<file path="src/rtl/serial_word_deframer_pkg.sv">
// Shared types and line-level constants for the serial word deframer.
// Covers the FSM state encoding and the start/stop bit values.
package deframer_pkg;

   typedef enum logic [1:0] {
      IDLE  = 2'd0,
      SHIFT = 2'd1,
      STOP  = 2'd2
   } state_t;

   localparam logic START_BIT = 1'b1;
   localparam logic STOP_BIT  = 1'b0;

endpackage

</file>
<file path="src/rtl/serial_word_deframer_if.sv">
// Valid/ready word output channel between the deframer and its downstream consumer.
// The deframer side uses the master modport; the consumer uses slave.
interface serial_word_deframer_if #(
   parameter int WIDTH = 8
);

   logic [WIDTH-1:0] word_out;
   logic             word_valid;
   logic             word_ready;

   modport master (
      output word_out,
      output word_valid,
      input  word_ready
   );

   modport slave (
      input  word_out,
      input  word_valid,
      output word_ready
   );

endinterface

</file>
<file path="src/rtl/serial_word_deframer_sipo.sv">
// Serial-in parallel-out shift register with shift enable and synchronous clear.
// The MSB_FIRST parameter sets which end of the register the first shifted bit reaches.
module sipo_shreg
   import deframer_pkg::*;
#(
   parameter int WIDTH     = 8,
   parameter bit MSB_FIRST = 1'b1
) (
   input  logic             clk,
   input  logic             rst,
   input  logic             clr,
   input  logic             shift_en,
   input  logic             din,
   output logic [WIDTH-1:0] q
);

   // After exactly WIDTH shifts, the first bit has reached the far end of the register.
   always_ff @(posedge clk) begin
      if (rst || clr) begin
         q <= '0;
      end else if (shift_en) begin
         if (MSB_FIRST) begin
            q <= {q[WIDTH-2:0], din};
         end else begin
            q <= {din, q[WIDTH-1:1]};
         end
      end
   end

endmodule

</file>
<file path="src/rtl/serial_word_deframer.sv">
// Rebuilds start/payload/stop framed words from a strobed serial bit stream.
// Completed words go into a valid/ready holding register, with framing and overrun flags.
module serial_word_deframer
   import deframer_pkg::*;
#(
   parameter int WIDTH     = 8,
   parameter bit MSB_FIRST = 1'b1
) (
   input  logic                   clk,
   input  logic                   rst,
   input  logic                   data_in,
   input  logic                   bit_en,
   input  logic                   clr_status,
   serial_word_deframer_if.master out_if,
   output logic                   framing_err,
   output logic                   overrun,
   output logic                   busy
);

   localparam int             CW       = $clog2(WIDTH + 1);
   localparam logic [CW-1:0]  LAST_CNT = CW'(WIDTH - 1);

   state_t           state;
   state_t           next_state;
   logic [CW-1:0]    bit_cnt;
   logic             start_det;
   logic             shift_en;
   logic             good_stop;
   logic             bad_stop;
   logic [WIDTH-1:0] shreg_q;
   logic [WIDTH-1:0] word_q;
   logic             valid_q;

   always_ff @(posedge clk) begin
      if (rst) begin
         state <= IDLE;
      end else begin
         state <= next_state;
      end
   end

   always_comb begin
      next_state = state;
      if (bit_en) begin
         case (state)
            IDLE:    if (data_in == START_BIT) next_state = SHIFT;
            SHIFT:   if (bit_cnt == LAST_CNT) next_state = STOP;
            STOP:    next_state = IDLE;
            default: next_state = IDLE;
         endcase
      end
   end

   always_comb begin
      busy      = (state != IDLE);
      start_det = bit_en && (state == IDLE) && (data_in == START_BIT);
      shift_en  = bit_en && (state == SHIFT);
      good_stop = bit_en && (state == STOP) && (data_in == STOP_BIT);
      bad_stop  = bit_en && (state == STOP) && (data_in != STOP_BIT);
   end

   // The counter moves only on strobes and tops out at WIDTH on the last payload bit.
   always_ff @(posedge clk) begin
      if (rst || start_det) begin
         bit_cnt <= '0;
      end else if (shift_en) begin
         bit_cnt <= bit_cnt + 1'b1;
      end else if (bit_en && (state == STOP)) begin
         bit_cnt <= '0;
      end
   end

   sipo_shreg #(
      .WIDTH     (WIDTH),
      .MSB_FIRST (MSB_FIRST)
   ) u_sipo (
      .clk      (clk),
      .rst      (rst),
      .clr      (start_det),
      .shift_en (shift_en),
      .din      (data_in),
      .q        (shreg_q)
   );

   // A new word may load only when the register is empty or emptying on this same edge.
   always_ff @(posedge clk) begin
      if (rst) begin
         word_q      <= '0;
         valid_q     <= 1'b0;
         framing_err <= 1'b0;
         overrun     <= 1'b0;
      end else begin
         framing_err <= bad_stop;
         if (good_stop && (!valid_q || out_if.word_ready)) begin
            word_q  <= shreg_q;
            valid_q <= 1'b1;
         end else if (valid_q && out_if.word_ready) begin
            valid_q <= 1'b0;
         end
         if (good_stop && valid_q && !out_if.word_ready) begin
            overrun <= 1'b1;
         end else if (clr_status) begin
            overrun <= 1'b0;
         end
      end
   end

   assign out_if.word_out   = word_q;
   assign out_if.word_valid = valid_q;

endmodule

</file>
<file path="src/flat_wrapper.sv">
// flat-port wrapper written by rule: the top's interface ports become plain ports
module serial_word_deframer_flat import deframer_pkg::*;
#(
   parameter int WIDTH     = 8,
   parameter bit MSB_FIRST = 1'b1
)
  (clk, rst, data_in, bit_en, clr_status, framing_err, overrun, busy, out_if_word_out, out_if_word_valid, out_if_word_ready);
  serial_word_deframer_if #(.WIDTH(WIDTH)) out_if_i ();
  input  logic clk;
  input  logic rst;
  input  logic data_in;
  input  logic bit_en;
  input  logic clr_status;
  output logic framing_err;
  output logic overrun;
  output logic busy;
  output wire logic [$bits(out_if_i.word_out)-1:0] out_if_word_out;
  output wire logic [$bits(out_if_i.word_valid)-1:0] out_if_word_valid;
  input wire logic [$bits(out_if_i.word_ready)-1:0] out_if_word_ready;
  assign out_if_word_out = out_if_i.word_out;
  assign out_if_word_valid = out_if_i.word_valid;
  assign out_if_i.word_ready = out_if_word_ready;
  serial_word_deframer #(.WIDTH(WIDTH), .MSB_FIRST(MSB_FIRST)) u_core (.clk(clk), .rst(rst), .data_in(data_in), .bit_en(bit_en), .clr_status(clr_status), .out_if(out_if_i), .framing_err(framing_err), .overrun(overrun), .busy(busy));
endmodule
</file>
<file path="config.mk">
export PLATFORM = sky130hd
export DESIGN_NAME = serial_word_deframer_flat
export DESIGN_NICKNAME = d
export VERILOG_FILES = /design/src/rtl/serial_word_deframer_pkg.sv /design/src/rtl/serial_word_deframer_if.sv /design/src/rtl/serial_word_deframer_sipo.sv /design/src/rtl/serial_word_deframer.sv /design/src/flat_wrapper.sv
export SDC_FILE = /design/constraint.sdc
export NUM_CORES = 1
export LEC_CHECK = 0
export CELL_PAD_IN_SITES_DETAIL_PLACEMENT = 0
export CELL_PAD_IN_SITES_GLOBAL_PLACEMENT = 1
export CORE_ASPECT_RATIO = 1.1
export CORE_UTILIZATION = 40
export CTS_CLUSTER_DIAMETER = 200
export DETAILED_ROUTE_END_ITERATION = 10
export HOLD_SLACK_MARGIN = 0.12
export PLACE_DENSITY_LB_ADDON = 0.25
export SLEW_MARGIN = 10
export SYNTH_ARGS = -nofsm -noshare
export SYNTH_HDL_FRONTEND = slang
export SYNTH_SLANG_ARGS = --single-unit
export TNS_END_PERCENT = 10
</file>
<file path="constraint.sdc">
create_clock -name clk -period 1.58 [get_ports clk]
set_clock_uncertainty 0.2 [all_clocks]
set_input_delay 0.237 -clock clk [delete_from_list [all_inputs] [get_ports clk]]
set_output_delay 0.237 -clock clk [all_outputs]
set_load 0.01 [all_outputs]
</file>
# == Yosys cells after proc, flatten, opt, wreduce, memory -nomap -nowiden ==
# Index checks and enable logic that the tools add are counted.
# op_classes
n_bitwise,1
n_eq_ne,5
mux,9
reduce_logical,20
add_sub_neg,1
# ops
cell,n
1-bit logical AND,10
4-bit 2-to-1 mux,2
2-bit nonzero test,4
"4-bit by 1-bit adder with 4-bit output, second input constant",1
"4-bit by 3-bit equality test with 1-bit output, second input constant",1
1-bit 2-to-1 mux,4
2-bit 2-to-1 mux,2
2-bit one-hot mux with 2 select lines,1
3-bit AND reduction,1
"2-bit by 1-bit equality test with 1-bit output, second input constant",1
"2-bit equality test, second input constant",1
1-bit zero test,2
2-bit zero test,1
1-bit logical OR,2
"2-bit by 1-bit != test with 1-bit output, second input constant",1
"2-bit != test, second input constant",1
1-bit NOT,1
# word_totals
register_bits,25
out_inout_bits,12
word_cells,43
input_bits,6

# == Depth between registers and ports, before layout ==
# depth
word_depth,6
depth_mapped,4
ltp_nobuf,4

# == Hierarchy ==
# Synthesis repeated with hierarchy kept, for this count alone.
# hier_totals
cells_unflattened,118
area_unflattened_um2,1138.6
# modules_own_cells
mod,instances,cells_per_inst,seq_area_each_um2,area_each_um2
serial_word_deframer,1,91,340.3,843.3
sipo_shreg,1,27,160.2,295.3

# == Worst setup path after synthesis ==
# No wires, ideal clock.
# synth_path
path_kind,register to register
start,reg u_core.bit_cnt[0]
end,reg u_core.bit_cnt[2]
setup_slack_ps,310
setup_time_ps,70
n_path_buf,0
t_required_ps,1310
period_less_slack_ps,1270
stages_incl_launch_ff,5
arrival_time_ps,1000
path_cell_list,dfxtp_1 -> ha_1 -> nor4bb_1 -> o21ai_0 -> a21oi_1
# synth_via
elab_chain_cells,2
# synth_lines
element,line_no,rtl
"start, declared",serial_word_deframer.sv:25,logic [CW-1:0] bit_cnt;
"start signal, assigned",serial_word_deframer.sv:67,bit_cnt <= bit_cnt + 1'b1;
4-bit by 1-bit adder with 4-bit output,serial_word_deframer.sv:67,
4-bit 2-to-1 mux,serial_word_deframer.sv:66,end else if (shift_en) begin
# Every way passes these cells.
# A chain may end at the register's enable or synchronous reset.

# == Worst setup path in the final report ==
# layout_path
start,reg u_core.state[1]
end,out busy
# layout_via
elab_chain_cells,1
# layout_lines
element,line_no,rtl
"start, declared",serial_word_deframer.sv:23,state_t state;
"start signal, assigned",serial_word_deframer.sv:38,state <= next_state;
2-bit nonzero test,serial_word_deframer.sv:55,busy = (state != IDLE);
"end, declared",flat_wrapper.sv:16,output logic busy;
# Every way passes these cells.

==> metrics <==
Final HPWL DP ~1.6 mm; Syn Inst Count roughly 120; Worst-path clk slew roughly 0.13 ns; Worst-Margin Slew between 0.3 and 0.4 ns; Worst setup startpoint u_core.state[1]; post-synthesis sequential area ratio 0.431; Comb power frac 0.116; Nets 152; run status finished, final reports clean; gr ovfl total 0; Yosys warning total 0; I/O Pins 18; largest net degree at the start of global routing 23; clk_lat worst skew a little over 0.3 ns; Hold WS approximately 0.28 ns; 1st-pass router iterations 4; maxcap violations 0; number of synthesized register bits 25; CTS tree built; Area Growth Syn to Fin 27.2%; vias per cell just under 5; Tmin final 1.50 ns; diode count 0; Crit path arrival time approximately 1.1 ns; hold crit path type flop to flop; CP max FO 2; CTS HTree Levels 1; die area between 3000 and 4000 um^2; RSZ-0062 raised after global routing false; vias after detailed routing about 860; PortBufs 17; Post-Layout Inst Area about 1500 um^2; CTS Buffer Depth 2; Post-Syn Nets around 120; Post-CTS Setup Bufs 0; Critical Path RT approximately 1.1 ns; antenna violations before repair 0; clk sinks 25; Die H slightly below 60 um; Post-DRT Antenna Nets 0; CORE AREA 2750 um^2; Switching Share 0.239; Post-CTS Hold Buffers 0; FF-to-FF Start u_core.state[1]; startpoint types flop; Num CTS Buffers 3; synthesized area per cell between 9 and 10 um^2; layout cell share with drive strength beyond 1 0.188; Power Dens Cells approximately 710 nW/um^2; Final Hold Vio Count 0; worst setup path class flop to output port; LEAKAGE approximately 0.6 nW; drc violations 0; Tcrit/Tclk final 0.947; Placed Area ~1400 um^2; Mapped Area about 1200 um^2; hold_sp u_core.out_if.word_out[0]; Slew Viols, Final 0; Int Pwr between 0.7 and 0.8 mW; VDD IR max approximately 0.00032 V; drt initial violations 14; initial core utilization 0.421; clock share of power 0.273; sequential power share 0.611; first-pass GRT wire length between 3 and 4 mm; vias in the first global route 750; endpoint type of the worst setup path output port; NetSw about 0.25 mW; RePlAce Congestion 0.800; Synth cell types 34; clk root buf clkbuf_4; drt wl/cell about 12 um; Slew headroom 0.782; Reg2Reg Setup Slack approximately 0.09 ns; GRT Total Usage 0.157; Fmax achieved approximately 0.67 GHz; die width 53.3 um; final setup violating endpoints 0; Std-Cell Rows 20; final WL 2.17 mm
## synth_stat cells (all sizes together)
cell type | n | area [um^2]
dfxtp | 25 | 500
nand2b | 18 | 113
mux2i | 16 | 160
nor2 | 9 | 33.8
a21oi | 6 | 33.8
buf | 6 | 43.8
nand2 | 4 | 15.0
inv | 3 | 11.3
nand3b | 3 | 22.5
nor2b | 3 | 21.3
o21ai | 3 | 15.0
a2bb2oi | 2 | 17.5
a31oi | 2 | 12.5
nor3b | 2 | 15.0
a2111oi | 1 | 27.5
a21bo | 1 | 10.0
a21o | 1 | 7.51
and2 | 1 | 6.26
clkbuf | 1 | 3.75
ha | 1 | 12.5
nand3 | 1 | 5.00
nand4bb | 1 | 11.3
nor3 | 1 | 10.0
nor4bb | 1 | 10.0
o21bai | 1 | 11.3
o22ai | 1 | 6.26
o31a | 1 | 8.76
or2 | 1 | 6.26
or3b | 1 | 8.76
## cell families after synthesis
| logic type | count (synthesis) | share of synthesized area |
|---|---|---|
| AOI/OAI and AO/OA | 19 | 0.129 |
| adders and majority gates | 1 | 0.0108 |
| buffers and inverters | 10 | 0.0507 |
| DFF | 25 | 0.431 |
| muxes | 16 | 0.138 |
| and+or+nand+nor | 46 | 0.239 |
## path summary, 6_finish.rpt
kind                                                   to  cells after the start
worst max-delay path                                 busy                      2
worst min-delay path            u_core.out_if.word_out[0]                      2
worst max register to register          u_core.bit_cnt[0]                      5
worst min register to register  u_core.out_if.word_out[0]                      2
## power by group through the flow
stage	sequential, mW	clock [mW]	combinational, mW
5_1_grt	0.643	0.332	0.132
4_1_cts	0.641	0.303	0.119
6_report	0.641	0.287	0.121
2_1_floorplan	0.655	0	0.0704
3_5_place_dp	0.655	0	0.121
3_3_place_gp	0.655	0	0.120
## cells in the final DEF (no fill, tap or decap), types with 2 or more instances in the layout
cell type        synthesis  layout
a2bb2oi_1                2       2
a31oi_1                  2       2
nand3b_1                 3       3
buf_4                    1      11
buf_12                   0       2
o21ai_0                  3       3
dlygate4sd2_1            0      11
nand2_1                  4       4
dfxtp_1                 25      24
clkbuf_4                 0       3
nor2_1                   9       9
nand2b_1                18      18
mux2i_1                 16      16
nor2b_1                  2       2
nor3b_1                  2       2
a21oi_1                  5       5
inv_1                    3       3
clkdlybuf4s50_1          0       5
## layout make-up
| cell class | instances | area [um^2] |
|---|---|---|
| Clock buffer | 3 | 22.5 |
| Fill cell | 275 | 1280 |
| Timing Repair Buffer | 30 | 274 |
| Clock inverter | 1 | 7.51 |
| Multi-Input combinational cell | 82 | 617 |
| Inverter | 3 | 11.3 |
| Tap cell | 33 | 41.3 |
| Sequential cell | 25 | 502 |
## worst max-delay path, stage by stage (launching register included)
cell	delay [ns]
dfxtp_1	0.33
or2_2	0.28
buf_2	0.14
## layer usage
metal,vias to the layer above,GRT usage,part of all wire
met2,17,0.214,0.41
met1,386,0.244,0.54
met4,0,0.0564,0.0088
met3,2,0.0258,0.039
met5,-,0,0
li1,453,-,-
## registers in the layout, summed over array words and instances, names as in the netlist
register and flops:
u_core.out_if.word_valid 1, u_core.state 2, u_core.framing_err 1, u_core.bit_cnt 4, u_core.u_sipo.q 8, u_core.out_if.word_out 8, u_core.overrun 1
## stage by stage
stage               setup slack [ns]  power, mW  cells  utilization  setup TNS (ns)
detailed placement            -0.228      0.776    173        0.525           -3.43
global route                 0.00166       1.11    177        0.536               0
floorplan                      0.310      0.725    117            -               0
global placement              -0.164      0.775    173        0.525           -2.72
CTS                           0.0395       1.06    177        0.530               0
finish                        0.0838       1.05    177        0.536               0
## timing repair
| item | in CTS | in global routing |
|---|---|---|
| setup endpoints to repair | 12 | 6 |
| gates cloned | 0 | 0 |
| gates resized for setup | 16 | 1 |
Power figures use the tool's default switching activity.
